File: src/rtl/kgp_loader_pkg.sv
// Shared definitions for the KGP-RISC boot-time program loader.
package kgp_loader_pkg;

  typedef enum logic [2:0] {
    ST_HDR_HI = 3'd0,
    ST_HDR_LO = 3'd1,
    ST_DATA   = 3'd2,
    ST_CHECK  = 3'd3,
    ST_DONE   = 3'd4,
    ST_ERROR  = 3'd5
  } state_t;

  localparam int LANES     = 4;
  localparam int LANE_W    = $clog2(LANES);
  localparam int HDR_WIDTH = 16;

endpackage

File: src/rtl/byte_word_assembler.sv
// Packs big-endian bytes into 32-bit words and keeps a running XOR of every
// byte it has accepted. word_valid pulses for one cycle after the 4th byte.
module byte_word_assembler
  import kgp_loader_pkg::*;
(
  input  logic              clk,
  input  logic              rst,
  input  logic              clear,
  input  logic              en,
  input  logic [7:0]        byte_in,
  output logic [31:0]       word,
  output logic              word_valid,
  output logic [7:0]        checksum,
  output logic              last_lane
);

  logic [8*(LANES-1)-1:0] shift_q, shift_d;
  logic [LANE_W-1:0]      lane_q, lane_d;
  logic [31:0]            word_q, word_d;
  logic                   word_valid_q, word_valid_d;
  logic [7:0]             csum_q, csum_d;

  assign last_lane  = (lane_q == LANE_W'(LANES - 1));
  assign word       = word_q;
  assign word_valid = word_valid_q;
  assign checksum   = csum_q;

  // Shift, lane count and checksum update for one accepted byte.
  always_comb begin
    shift_d      = shift_q;
    lane_d       = lane_q;
    word_d       = word_q;
    word_valid_d = 1'b0;
    csum_d       = csum_q;
    if (clear) begin
      shift_d = '0;
      lane_d  = '0;
      csum_d  = '0;
    end else if (en) begin
      shift_d = {shift_q[8*(LANES-2)-1:0], byte_in};
      lane_d  = lane_q + LANE_W'(1);
      csum_d  = csum_q ^ byte_in;
      if (last_lane) begin
        word_d       = {shift_q, byte_in};
        word_valid_d = 1'b1;
      end
    end
  end

  // Assembler state registers.
  always_ff @(posedge clk or posedge rst) begin
    if (rst) begin
      shift_q      <= '0;
      lane_q       <= '0;
      word_q       <= '0;
      word_valid_q <= 1'b0;
      csum_q       <= '0;
    end else begin
      shift_q      <= shift_d;
      lane_q       <= lane_d;
      word_q       <= word_d;
      word_valid_q <= word_valid_d;
      csum_q       <= csum_d;
    end
  end

endmodule

File: src/rtl/program_loader.sv
// Boot loader: parses a counted, XOR-protected byte frame into instruction
// memory from address 0 and keeps the core in reset until it verifies.
//
// state     | meaning
// HDR_HI    | waiting for COUNT[15:8]
// HDR_LO    | waiting for COUNT[7:0], header range check
// DATA      | receiving 4*COUNT instruction bytes
// CHECK     | waiting for the XOR checksum byte
// DONE      | image verified, core released
// ERROR     | bad header or checksum, core held in reset
module program_loader
  import kgp_loader_pkg::*;
#(
  parameter int ADDR_WIDTH = 10
) (
  input  logic                  clk,
  input  logic                  rst,
  input  logic [7:0]            byte_in,
  input  logic                  byte_valid,
  output logic                  byte_ready,
  input  logic                  reload,
  output logic                  imem_we,
  output logic [ADDR_WIDTH-1:0] imem_addr,
  output logic [31:0]           imem_wdata,
  output logic                  cpu_rst,
  output logic                  load_done,
  output logic                  load_error,
  output logic [ADDR_WIDTH:0]   words_loaded
);

  localparam int                   DEPTH     = 2 ** ADDR_WIDTH;
  localparam logic [HDR_WIDTH:0]   DEPTH_EXT = (HDR_WIDTH + 1)'(DEPTH);
  localparam logic [ADDR_WIDTH:0]  WL_ONE    = (ADDR_WIDTH + 1)'(1);

  state_t                state_q, state_d;
  logic [HDR_WIDTH-1:0]  count_q, count_d;
  logic [ADDR_WIDTH:0]   wl_q, wl_d;
  logic [ADDR_WIDTH-1:0] addr_q, addr_d;

  logic                  accept;
  logic                  reload_hit;
  logic                  asm_clear;
  logic                  asm_en;
  logic                  asm_last_lane;
  logic                  word_last_byte;
  logic                  last_word;
  logic                  hdr_bad;
  logic [HDR_WIDTH-1:0]  count_full;
  logic [31:0]           asm_word;
  logic                  asm_valid;
  logic [7:0]            asm_csum;

  assign accept         = byte_valid && byte_ready;
  assign reload_hit     = reload && ((state_q == ST_DONE) || (state_q == ST_ERROR));
  assign asm_en         = accept && (state_q == ST_DATA);
  assign word_last_byte = asm_en && asm_last_lane;
  assign count_full     = {count_q[HDR_WIDTH-1:8], byte_in};
  assign hdr_bad        = (count_full == '0) || ({1'b0, count_full} > DEPTH_EXT);
  // Count is already range-checked, so its low ADDR_WIDTH+1 bits hold it exactly.
  assign last_word      = ((wl_q + WL_ONE) == count_q[ADDR_WIDTH:0]);

  byte_word_assembler u_asm (
    .clk        (clk),
    .rst        (rst),
    .clear      (asm_clear),
    .en         (asm_en),
    .byte_in    (byte_in),
    .word       (asm_word),
    .word_valid (asm_valid),
    .checksum   (asm_csum),
    .last_lane  (asm_last_lane)
  );

  // State register.
  always_ff @(posedge clk or posedge rst) begin
    if (rst) state_q <= ST_HDR_HI;
    else     state_q <= state_d;
  end

  // Next-state logic, header latch and assembler clear.
  always_comb begin
    state_d   = state_q;
    count_d   = count_q;
    asm_clear = 1'b0;
    case (state_q)
      ST_HDR_HI: if (accept) begin
        count_d[HDR_WIDTH-1:8] = byte_in;
        state_d                = ST_HDR_LO;
      end
      ST_HDR_LO: if (accept) begin
        count_d   = count_full;
        asm_clear = 1'b1;
        state_d   = hdr_bad ? ST_ERROR : ST_DATA;
      end
      ST_DATA: if (word_last_byte && last_word) state_d = ST_CHECK;
      ST_CHECK: if (accept) state_d = (byte_in == asm_csum) ? ST_DONE : ST_ERROR;
      ST_DONE, ST_ERROR: if (reload_hit) begin
        state_d   = ST_HDR_HI;
        count_d   = '0;
        asm_clear = 1'b1;
      end
      default: state_d = ST_HDR_HI;
    endcase
  end

  // Output decode from state; ready is forced low while reset is held.
  always_comb begin
    byte_ready = !rst && ((state_q == ST_HDR_HI) || (state_q == ST_HDR_LO) ||
                          (state_q == ST_DATA)   || (state_q == ST_CHECK));
    cpu_rst    = (state_q != ST_DONE);
    load_done  = (state_q == ST_DONE);
    load_error = (state_q == ST_ERROR);
  end

  // Word counter and write address advance together with the write strobe.
  always_comb begin
    wl_d   = wl_q;
    addr_d = addr_q;
    if (reload_hit) begin
      wl_d   = '0;
      addr_d = '0;
    end else if (word_last_byte) begin
      addr_d = wl_q[ADDR_WIDTH-1:0];
      wl_d   = wl_q + WL_ONE;
    end
  end

  // Header count, word counter and address registers.
  always_ff @(posedge clk or posedge rst) begin
    if (rst) begin
      count_q <= '0;
      wl_q    <= '0;
      addr_q  <= '0;
    end else begin
      count_q <= count_d;
      wl_q    <= wl_d;
      addr_q  <= addr_d;
    end
  end

  assign imem_we      = asm_valid;
  assign imem_wdata   = asm_word;
  assign imem_addr    = addr_q;
  assign words_loaded = wl_q;

endmodule

File: config.mk
export PLATFORM = sky130hd
export DESIGN_NAME = program_loader
export DESIGN_NICKNAME = d
export VERILOG_FILES = /design/src/rtl/kgp_loader_pkg.sv /design/src/rtl/byte_word_assembler.sv /design/src/rtl/program_loader.sv
export SDC_FILE = /design/constraint.sdc
export NUM_CORES = 1
export LEC_CHECK = 0
export CAP_MARGIN = 20
export CORE_MARGIN = 3
export CORE_UTILIZATION = 45
export DETAILED_ROUTE_END_ITERATION = 10
export GPL_TIMING_DRIVEN = 0
export MAX_ROUTING_LAYER = met4
export PLACE_DENSITY = 0.71
export SYNTH_ARGS = -nofsm -noshare
export SYNTH_HDL_FRONTEND = slang
export SYNTH_SLANG_ARGS = --single-unit
File: constraint.sdc
create_clock -name clk -period 3.2 [get_ports clk]
set_input_delay 0.48 -clock clk [delete_from_list [all_inputs] [get_ports clk]]
set_output_delay 0.48 -clock clk [all_outputs]
set_load 0.01 [all_outputs]
---- After elaboration in Yosys (flattened, before gate mapping) ----
Index checks and enable logic that the tools add are counted.
storage, ports and cells
  input bits .............................. 12
  memory bits (writable) .................. 0
  output and inout port bits .............. 58
  logic and storage cells ................. 82
  latch bits .............................. 0
  memory bits (read-only) ................. 0
  memories ................................ 0
  register bits after elaboration ......... 107
cells by class
  muxes and demuxes ....................... 29
  $mul .................................... 0
  equal/unequal tests ..................... 14
  shifts and indexed selects .............. 0
  bitwise gates (word level) .............. 3
  reductions and logical operators ........ 23
  div/mod/pow operators ................... 0
  order comparisons ....................... 1
  $add $sub $neg .......................... 2
operators by type and width
  cell                   count
  $mux 24                2
  $mux 8                 4
  $pmux 8 s3             1
  $mux 11                2
  $mux 10                2
  $mux 3                 6
  $gt 16x11->1 const B   1
  $logic_not 16->1       1
  $mux 16                1
  $pmux 8 s2             1
  $pmux 3 s5             1
  $add 11x1->11 const B  1
  $eq 11x11->1           1
  $ne 2x2->1 const B     5
  $eq 8x8->1             1
  $reduce_bool 2->1      4
  $xor 8x8->8            1
  $eq 3x2->1 const B     2
  $eq 3x3->1 const B     2
  $logic_and 1x1->1      6
  $mux 1                 6
  $reduce_and 3->1       2
  $logic_or 1x1->1       5
  $reduce_and 5->1       1
  11 further kinds       13

---- Logic depth before layout (Yosys ltp) ----
Gate-level depths: netlist (run 1).
  depth in word-level cells ............... 11
  mapped depth ............................ 8
  depth with buffers taken out ............ 7

---- Modules after synthesis ----
Synthesis (run 1) repeated with hierarchy kept, for this count alone.
unflattened totals
  cell total of the unflattened synthesis .. 441
  area total of the unflattened synthesis .. 5113.7 um^2
by module, submodules not included
  module               seq. area each (um^2)  cells each  area an instance (um^2)  instances
  byte_word_assembler  1676.6                 191         2802.7                   1
  program_loader       1001.0                 250         2311.0                   1

---- Worst setup path after synthesis (run 1) ----
No wires, ideal clock.
  kind .................................... register -> register
  start point ............................. reg wl_q[0] (netlist: words_loaded[0])
  end point ............................... reg state_q[0]
  path buffers ............................ 0
  setup time .............................. 66 ps
  period minus slack after synthesis ...... 2150 ps
  arrival ................................. 2084 ps
  data required time ...................... 3134 ps
  cell stages (with the launch flop) ...... 8
  setup slack ............................. 1050 ps
  cells stage by stage .................... dfrtp_1 -> ha_1 -> nand3_1 -> o21a_1 -> or4b_2 -> nand3_1 -> a41o_1 -> a22o_1
on the way
  word-level cells in the longest chain between the ends .. 5
ends and longest elaborated chain
  item                        line                   text
  from (decl)                 program_loader.sv:37   logic [ADDR_WIDTH:0] wl_q, wl_d;
  from (signal assigned)      program_loader.sv:136  wl_q <= wl_d;
  $add 11x1->11               program_loader.sv:60   assign last_word = ((wl_q + WL_ONE) == count_q[ADDR_WIDTH:0]);
  $eq 11x11->1                program_loader.sv:60
  $logic_and 1x1->1           program_loader.sv:95   ST_DATA: if (word_last_byte && last_word) state_d = ST_CHECK;
  $ne 2x2->1 (no line)        --
  $reduce_and 5->1 (no line)  --
  to (signal assigned)        program_loader.sv:77   else state_q <= state_d;
  to (decl)                   program_loader.sv:35   state_t state_q, state_d;
No other way between the ends.
A chain may end at the register's enable or synchronous reset.

---- Worst setup path after layout (run 1) ----
  start point ............................. in rst
  end point ............................... reg wl_q[4] (netlist: words_loaded[4])
on the way
  word-level cells in the longest chain between the ends .. 6
ends and longest elaborated chain
  item                         line                   text
  from (decl)                  program_loader.sv:17   input logic rst,
  $logic_not 1->1 (no line)    --
  $logic_and 1x1->1            program_loader.sv:108  byte_ready = !rst && ((state_q == ST_HDR_HI) || (state_q == ST_HDR_LO) ||
  $logic_and 1x1->1            program_loader.sv:53   assign accept = byte_valid && byte_ready;
  $logic_and 1x1->1            program_loader.sv:55   assign asm_en = accept && (state_q == ST_DATA);
  $logic_and 1x1->1            program_loader.sv:56   assign word_last_byte = asm_en && asm_last_lane;
  $reduce_bool 2->1 (no line)  --
No other way between the ends.

==> metrics, run 1 <==
final WL=10700 um; detailed-route DRC error count=0; final weighted congestion in routability-driven placement=approximately 0.82; flop-to-flop setup slack=580 ps; H-tree levels=3; GRT Util Overall=20.0%; slew at the pin closest to its max-slew limit=904 ps; Worst Setup EP=words_loaded[4]; crit path max fanout=10; Peak VDD IR=approximately 0.28 mV; Overflow after GRT=0; Cell Chain, Critical Path=clkdlybuf4s50_1, or3b_4, nor3b_4, nand2_2, inv_2, a21oi_1, buf_2, o21ai_0, o31ai_1; layout cell share with drive strength beyond 1=5.99%; Clock Sinks=about 110; setup tns final=0 ps; Worst Setup SP=rst; Max Cap Viol=0; Critical Path RT=3430 ps; final setup margin=387 ps; final hold slack=475 ps; DRT Pass-1 Iters=4; Fin. Hold Viols=0; Clock Latency Late Sink=360 ps; die area=11700 um2; synthesized area=4680 um2; Max Slew Vio Count=0; WL per Instance=between 10 and 15 um; Vias=3809; area grow syn2layout=23.0%; setup violators final=0; predominant post-synthesis flop cell=dfrtp_1; die height=108 um; number of fill cells=914; fin crit share=87.9%; PwrDens=526 nW/um2; #FFs+latches synth=107; Ant. Diodes=0; RSZ-0062 raised after global routing=no; Final Net Count=610; critical path endpoint category=flip-flop; fmax=355 MHz; Post-CTS Setup Inserts=0; CP max stage delay=approximately 530 ps; Syn Nets=around 530; Hold-fix buffers, CTS=0; Starting Density=47.0%; first-pass GRT wire length=~18000 um; CTS root buf=clkbuf_8; r2r worst-path depth=8; WP data arrival=just over 3000 ps; final setup skew=16.3 ps; Setup Crit Path Kind=input port to flip-flop; number of synthesized flops with an enable pin=0; Setup WS pre-CTS=38.2 ps; Crit Reg-Reg Startpoint=state_q[2]; Post-CTS Resized=0; R2R Path End=words_loaded[4]; Seq/Total Area, Yosys=between 50 and 60%; Async SR Flop Fraction=100%; ANT nets after route=0; antenna violations before repair=0; Reg clk slew, reported paths=100 ps; min Tclk post-route=2810 ps; DP Wirelength=7800 um; Post-Syn Instances=514; TritonCTS clock tree=built; Die Wd=~110 um; Site Rows=36; syn_area_per_cell=9.10 um2; slew margin rel.=about two fifths; startpoint types=input port; CP max stage cell=clkdlybuf4s50_1; Netlist cell types=42; Max Root-Sink Buffers=2; core area=9950 um2; number of global-route vias before repair=3691; vias per inst=5.19; status=finished clean; initial DRC count=164; Buffers on Ports=69; hold crit path type=flip-flop to flip-flop; leakage=~2.8 nW; TritonCTS Buffers=9; I/O pins=70; Yosys warning count=0; largest net degree at the start of global routing=43
==> kinds of logic after synthesis <==
kind of cell               after synthesis  synth area share, %
AOI/OAI and AO/OA                       76                 9.65
and+or+nand+nor                        267                 24.5
muxes                                    1                0.214
DFF                                    107                 57.2
adders and majority gates                2                0.535
xor gates and xnor gates                24                 4.49
buffers and inverters                   37                 3.34
==> cell usage after synthesis, types with 4 or more instances <==
cell type	count	area [um2]
nand2_1	193	724
dfrtp_1	107	2680
o21ai_0	47	235
nand3_1	35	175
clkbuf_1	16	60.1
a22o_1	12	105
xnor2_1	12	105
xor2_1	12	105
nor2_1	11	41.3
buf_2	9	45.0
nor4_1	8	50.1
inv_1	5	18.8
a21oi_1	4	20.0
and3_1	4	25.0
==> cell type report <==
cell class / instances / area, um2 / area share, %
repair buffers: 71 / 731 / 12.7
multi-input cells: 370 / 1850 / 32.1
flip-flops and latches: 107 / 2680 / 46.5
plain buffers: 31 / 134 / 2.33
inverters: 6 / 26.3 / 0.456
clock inverters: 6 / 50.0 / 0.869
clock buffers: 10 / 128 / 2.22
well taps: 133 / 166 / 2.89
==> worst min path at each step <==
stage                      startpoint        endpoint  slack [ps]  depth (start not counted)
floorplan           u_asm.shift_q[16]  u_asm.word[24]         440                          2
global placement    u_asm.shift_q[22]  u_asm.word[30]         460                          2
detailed placement      u_asm.word[9]   u_asm.word[9]         460                          2
CTS                 u_asm.shift_q[22]  u_asm.word[30]         480                          2
global route        u_asm.shift_q[20]  u_asm.word[28]         500                          2
finish              u_asm.shift_q[22]  u_asm.word[30]         480                          2
==> where the power goes <==
| part | internal [mW] | total [mW] | switching, mW |
|---|---|---|---|
| Sequential | 1.50 | 1.63 | 0.128 |
| Combinational | 0.259 | 0.637 | 0.378 |
| Clock | 0.290 | 0.764 | 0.473 |
==> metal layers <==
metal  vias up  routed length [um]  GRT usage [%]
li1       1870                   -              -
met1      1831                5320           29.3
met2        98                4840           29.7
met3        10                 420           2.27
met4         0                 136           5.86
met5         -                   0              -
==> state kept, by name, indices dropped and copies added (netlist names) <==
name	cells
state_q	3
u_asm.word	32
u_asm.lane_q	2
count_q	16
u_asm.shift_q	24
words_loaded	11
u_asm.checksum	8
u_asm.word_valid	1
imem_addr	10
==> placed cells by master (no fill, tap or decap), types with 3 or more instances in the layout <==
master,n
clkbuf_8,9
dfrtp_1,107
and3_1,4
a21oi_1,4
buf_2,9
o21ai_1,3
xor2_1,12
clkinvlp_4,5
nand2_1,193
nand3_1,35
nor4_1,8
inv_1,4
a22o_1,12
clkbuf_1,17
o21ai_0,47
xnor2_1,12
buf_1,3
nor2_1,11
clkdlybuf4s50_1,69
==> stage by stage <==
stage               power [mW]  instance area [um2]  utilization (%)  cells
floorplan                 2.08                 4680                -    514
global placement          2.26                 5540             55.7    716
detailed placement        2.29                 5580             56.1    718
CTS                       3.04                 5760             57.8    734
global route              3.21                 5760             57.8    734
finish                    3.03                 5760             57.8    734
==> critical path, delay by kind of cell <==
| kind | cells | cell delay [ps] |
|---|---|---|
| AO/OA/AOI/OAI | 3 | 410 |
| AND/OR/NAND/NOR | 3 | 1230 |
| buffers and inverters | 3 | 930 |
(Power assumes the default switching activity.)
==> run 2, diff against run 1 <==
- ABC_CLOCK_PERIOD_IN_PS: unset -> 3200
- DONT_BUFFER_PORTS: unset -> 1
- PLACE_DENSITY: 0.71 -> unset
==> run 2 against run 1 <==
  * Largest cell class unchanged
  * Total power is 1.5% higher
  * Sequential power barely moved
  * Clock skew increased by 4.1 ps
  * Core utilization down 6.4 points
==> metrics, run 2 (synthesis gave the netlist of run 1 again) <==
leakage=between 2 and 3 nW; Post-CTS Resized=0; Clock Latency Late Sink=370 ps; Post-CTS Setup Inserts=0; Setup Crit Path Kind=flip-flop to flip-flop; first-pass GRT wire length=17500 um; I/O pins=70; WP data arrival=slightly below 3000 ps; TritonCTS clock tree=built; setup tns final=0 ps; Site Rows=36; DP Wirelength=7710 um; status=finished clean; Overflow after GRT=0; family with the most delay on the worst path=simple AND/OR/NAND/NOR gates; Max Cap Viol=0; CP max stage cell=nor3b_4; Max Root-Sink Buffers=2; setup violators final=0; fin crit share=a little over four fifths; Critical Path RT=roughly 3400 ps; Peak VDD IR=0.233 mV; detailed-route DRC error count=0; WL per Instance=15.9 um; fmax=374 MHz; Fin. Hold Viols=0; Max Slew Vio Count=0; Vias=3523; Buffers on Ports=0; DR WL met3=619 um; slew at the pin closest to its max-slew limit=around 550 ps; PwrDens=600 nW/um2; most frequent cells in the layout=nand2_1 (193), dfrtp_1 (107), o21ai_0 (47); vias per inst=~5.3; critical path endpoint category=flip-flop; crit path max fanout=10; ANT nets after route=0; number of fill cells=959; max reg flops=32; hold crit path type=input port to async pin; DRT Pass-1 Iters=4; Clock Sinks=roughly 110; final WL=around 11000 um; Starting Density=a little under half; Setup WS pre-CTS=542 ps; final setup margin=524 ps; die height=108 um; area grow syn2layout=9.39%; CP bufs+invs=2; layout cell share with drive strength beyond 1=6.94%; Cell Chain, Critical Path=or3b_4, nor3b_4, nand2_2, inv_2, a21oi_1, buf_2, o21ai_0, o31ai_1; antenna violations before repair=0; Hold-fix buffers, CTS=0; H-tree levels=3; min Tclk post-route=2680 ps; CP max stage delay=about 490 ps; number of global-route vias before repair=roughly 3500; Final Util=51.4%; final setup skew=20.4 ps; Ant. Diodes=0; initial DRC count=182; Die Wd=roughly 110 um; uppermost layer routed=met4; WL met2=4720 um; startpoint types=flip-flop; final weighted congestion in routability-driven placement=0.825; CTS root buf=clkbuf_8; RSZ-0062 raised after global routing=no; largest net degree at the start of global routing=40; core area=9950 um2; Pwr Total=3.07 mW; commonest non-fill, non-tap cell in the layout=nand2_1; M1 WL=5110 um; Final Net Count=around 540; slew margin rel.=62.9%; TritonCTS Buffers=9; Reg clk slew, reported paths=~90 ps; die area=11700 um2; GRT Util Overall=between 15 and 20%
==> run 2: cell count changes in the layout (fill, tap and decap cells not counted), sizes merged <==
cell | previous run | this run
buf | 15 | 16
clkbuf | 28 | 29
bufinv | 0 | 1
clkinvlp | 5 | 2
clkdlybuf4s50 | 69 | 0
inv | 6 | 7
==> run 2: layer usage <==
layer	track usage, %	vias to the layer above
met5	-	-
met2	28.0	106
met3	5.07	13
li1	-	1735
met4	6.40	0
met1	27.8	1669
==> run 2: worst register-to-register path: stages (launching register included) <==
cell     delay [ps]
dfrtp_1         460
or3b_4          460
nor3b_4         490
nand2_2         310
inv_2           220
a21oi_1         120
buf_2           200
o21ai_0         190
o31ai_1         100
==> run 2: path summary, 6_finish.rpt <==
path                                    from         endpoint  slack [ps]  cells past startpoint
setup reg to reg                  state_q[2]  words_loaded[5]         520                      8
max in group asynchronous                rst   u_asm.word[17]        2500                      3
min in group clk                  byte_in[6]    u_asm.word[6]         200                      2
hold reg to reg            u_asm.shift_q[21]   u_asm.word[29]         480                      2
setup / recovery                  state_q[2]  words_loaded[5]         520                      8
hold / removal                           rst       state_q[0]          30                      1
==> run 2: layout make-up <==
type | count | area [um2] | area share, %
plain buffers | 31 | 134 | 2.62
clock buffers | 11 | 141 | 2.76
clock inverters | 5 | 60.1 | 1.17
inverters | 6 | 26.3 | 0.513
multi-input cells | 370 | 1850 | 36.1
flip-flops and latches | 107 | 2680 | 52.3
well taps | 133 | 166 | 3.25
repair buffers | 3 | 67.6 | 1.32
==> run 2: where the power goes <==
group	switching [mW]	leakage, nW	internal, mW
logic	0.363	1.07	0.226
clock network	0.464	0.100	0.389
registers	0.133	1.47	1.50
total	0.960	2.64	2.11
==> run 2: per-stage QoR <==
stage          instance area (um2)  hold WS, ps  instances
6_report                      5120         31.7        666
5_1_grt                       5120         49.9        666
4_1_cts                       5120         30.9        666
3_5_place_dp                  4920          434        650
3_3_place_gp                  4850          459        647
2_1_floorplan                 4680          438        514
==> run 3, diff against run 2 <==
- ABC_CLOCK_PERIOD_IN_PS: 3200 -> 2500
- clock period: 3.2 -> 2.5 ns (I/O delays scaled with it)
==> run 3 against run 2 <==
  * Setup slack lost 370 ps
  * Hold slack gained 67 ps
  * Die area is the same
  * Largest power group unchanged
==> metrics, run 3 (synthesis gave the netlist of run 1 again) <==
status=finished clean; I/O pins=70; most frequent cells in the layout=nand2_1 (193), dfrtp_1 (106), o21ai_0 (47); Cell Chain, Critical Path=or3b_4, nor3b_4, nand2_4, inv_2, a21oi_1, buf_2, o21ai_0, o31ai_1; Site Rows=36; TritonCTS clock tree=built; commonest non-fill, non-tap cell in the layout=nand2_1; DRT Pass-1 Iters=4; layout cell share with drive strength beyond 1=under 10%; Max Slew Vio Count=0; slew at the pin closest to its max-slew limit=561 ps; first-pass GRT wire length=approximately 18000 um; Die Wd=108 um; final setup skew=15.3 ps; Ant. Diodes=0; r2r worst-path depth=8; Starting Density=a little under half; Reg area=between 2000 and 3000 um2; Peak VDD IR=0.302 mV; Max Cap Viol=0; Pwr Total=3.94 mW; multi-input combinational cell area=1860 um2; met2 usage=28.5%; ANT nets after route=0; Clock Sinks=107; Setup WS pre-CTS=-154 ps; final weighted congestion in routability-driven placement=about 0.82; slew margin rel.=62.3%; Overflow after GRT=0; fmax=~430 MHz; Clock Latency Late Sink=370 ps; initial DRC count=218; die height=108 um; Crit Reg-Reg Startpoint=state_q[2]; WL per Instance=about 16 um; DP Wirelength=7710 um; hold crit path type=input port to flip-flop; detailed-route DRC error count=0; startpoint types=flip-flop; Final Net Count=approximately 540; max reg flops=32; number of fill cells=958; Fin. Hold Viols=0; RSZ-0062 raised after global routing=no; fin crit share=a little over nine tenths; Buffers on Ports=0; vias per inst=5.34; critical path endpoint category=flip-flop; number of global-route vias before repair=3539; R2R Path End=words_loaded[5]; Worst Setup SP=state_q[2]; Reg clk slew, reported paths=roughly 110 ps; final WL=10700 um; die area=11700 um2; flop-to-flop setup slack=160 ps; TritonCTS Buffers=9; crit path max fanout=10; routing usage on met3=5.13%; antenna violations before repair=0; largest net degree at the start of global routing=40; GRT Util Overall=19.9%; setup violators final=0; Vias=3567; area grow syn2layout=10.0%; H-tree levels=3; core area=9950 um2; Max Root-Sink Buffers=2; min Tclk post-route=2340 ps; CP max stage delay=460 ps; GR Util met1=28.0%; Worst Setup EP=words_loaded[5]; gr busiest metal=met2; PwrDens=765 nW/um2; CP max stage cell=or3b_4; Critical Path RT=2730 ps; CTS root buf=clkbuf_8; WP data arrival=2580 ps; leakage=around 2.7 nW; Setup Crit Path Kind=flip-flop to flip-flop; final setup margin=between 150 and 200 ps
[run 3: final cells by class]
cell class,instances,share of cell area (%)
timing repair buffer,5,1.65
multi-input combinational,370,36.0
sequential,107,52.0
clock inverter,5,1.17
inverter,6,0.510
buffer,31,2.60
clock buffer,11,2.75
tap,133,3.23
[run 3: per-layer routing]
layer | vias to the layer above | part of all wire [%]
met3 | 14 | 7.0
met2 | 111 | 44
met4 | 0 | 1.5
met5 | - | 0
met1 | 1700 | 47
li1 | 1742 | -
[run 3: what timing repair did]
item | 4_1_cts | 5_1_grt
buffers inserted | 1 | 0
hold buffers | 1 | 0
pin swaps | 1 | 0
endpoints found under the hold margin | 21 | 0
gates cloned | 0 | 0
gates resized for setup | 0 | 3
endpoints found under the setup margin | 22 | 3
[run 3: report_power, final]
group / internal [mW] / switching, mW
clock: 0.497 / 0.594
sequential: 1.92 / 0.169
combinational: 0.291 / 0.470
[run 3: worst min-delay path by stage]
stage / from / to / slack (ps) / cells past startpoint
3_3_place_gp: u_asm.shift_q[20] / u_asm.word[28] / 460 / 2
4_1_cts: byte_in[6] / u_asm.word[6] / 80 / 2
2_1_floorplan: u_asm.shift_q[16] / u_asm.word[24] / 440 / 2
5_1_grt: reload / state_q[2] / 90 / 1
3_5_place_dp: rst / state_q[0] / 330 / 1
6_report: byte_in[6] / u_asm.word[6] / 100 / 2
[run 3: through the flow]
stage	cells	cell area (um2)	hold slack (ps)	TNS, ps	utilization, %
2_1_floorplan	514	4680	438	0	-
3_3_place_gp	647	4850	459	-1520	48.7
3_5_place_dp	650	4920	329	-2290	49.4
4_1_cts	668	5140	80.6	0	51.6
5_1_grt	668	5150	85.5	0	51.7
6_report	668	5150	98.3	0	51.7
[run 3: critical path, delay by kind of cell (launching register included)]
kind	cells	cell delay, ps
and+or+nand+nor	3	950
AOI/OAI and AO/OA	3	430
buffers and inverters	2	390
DFF	1	450
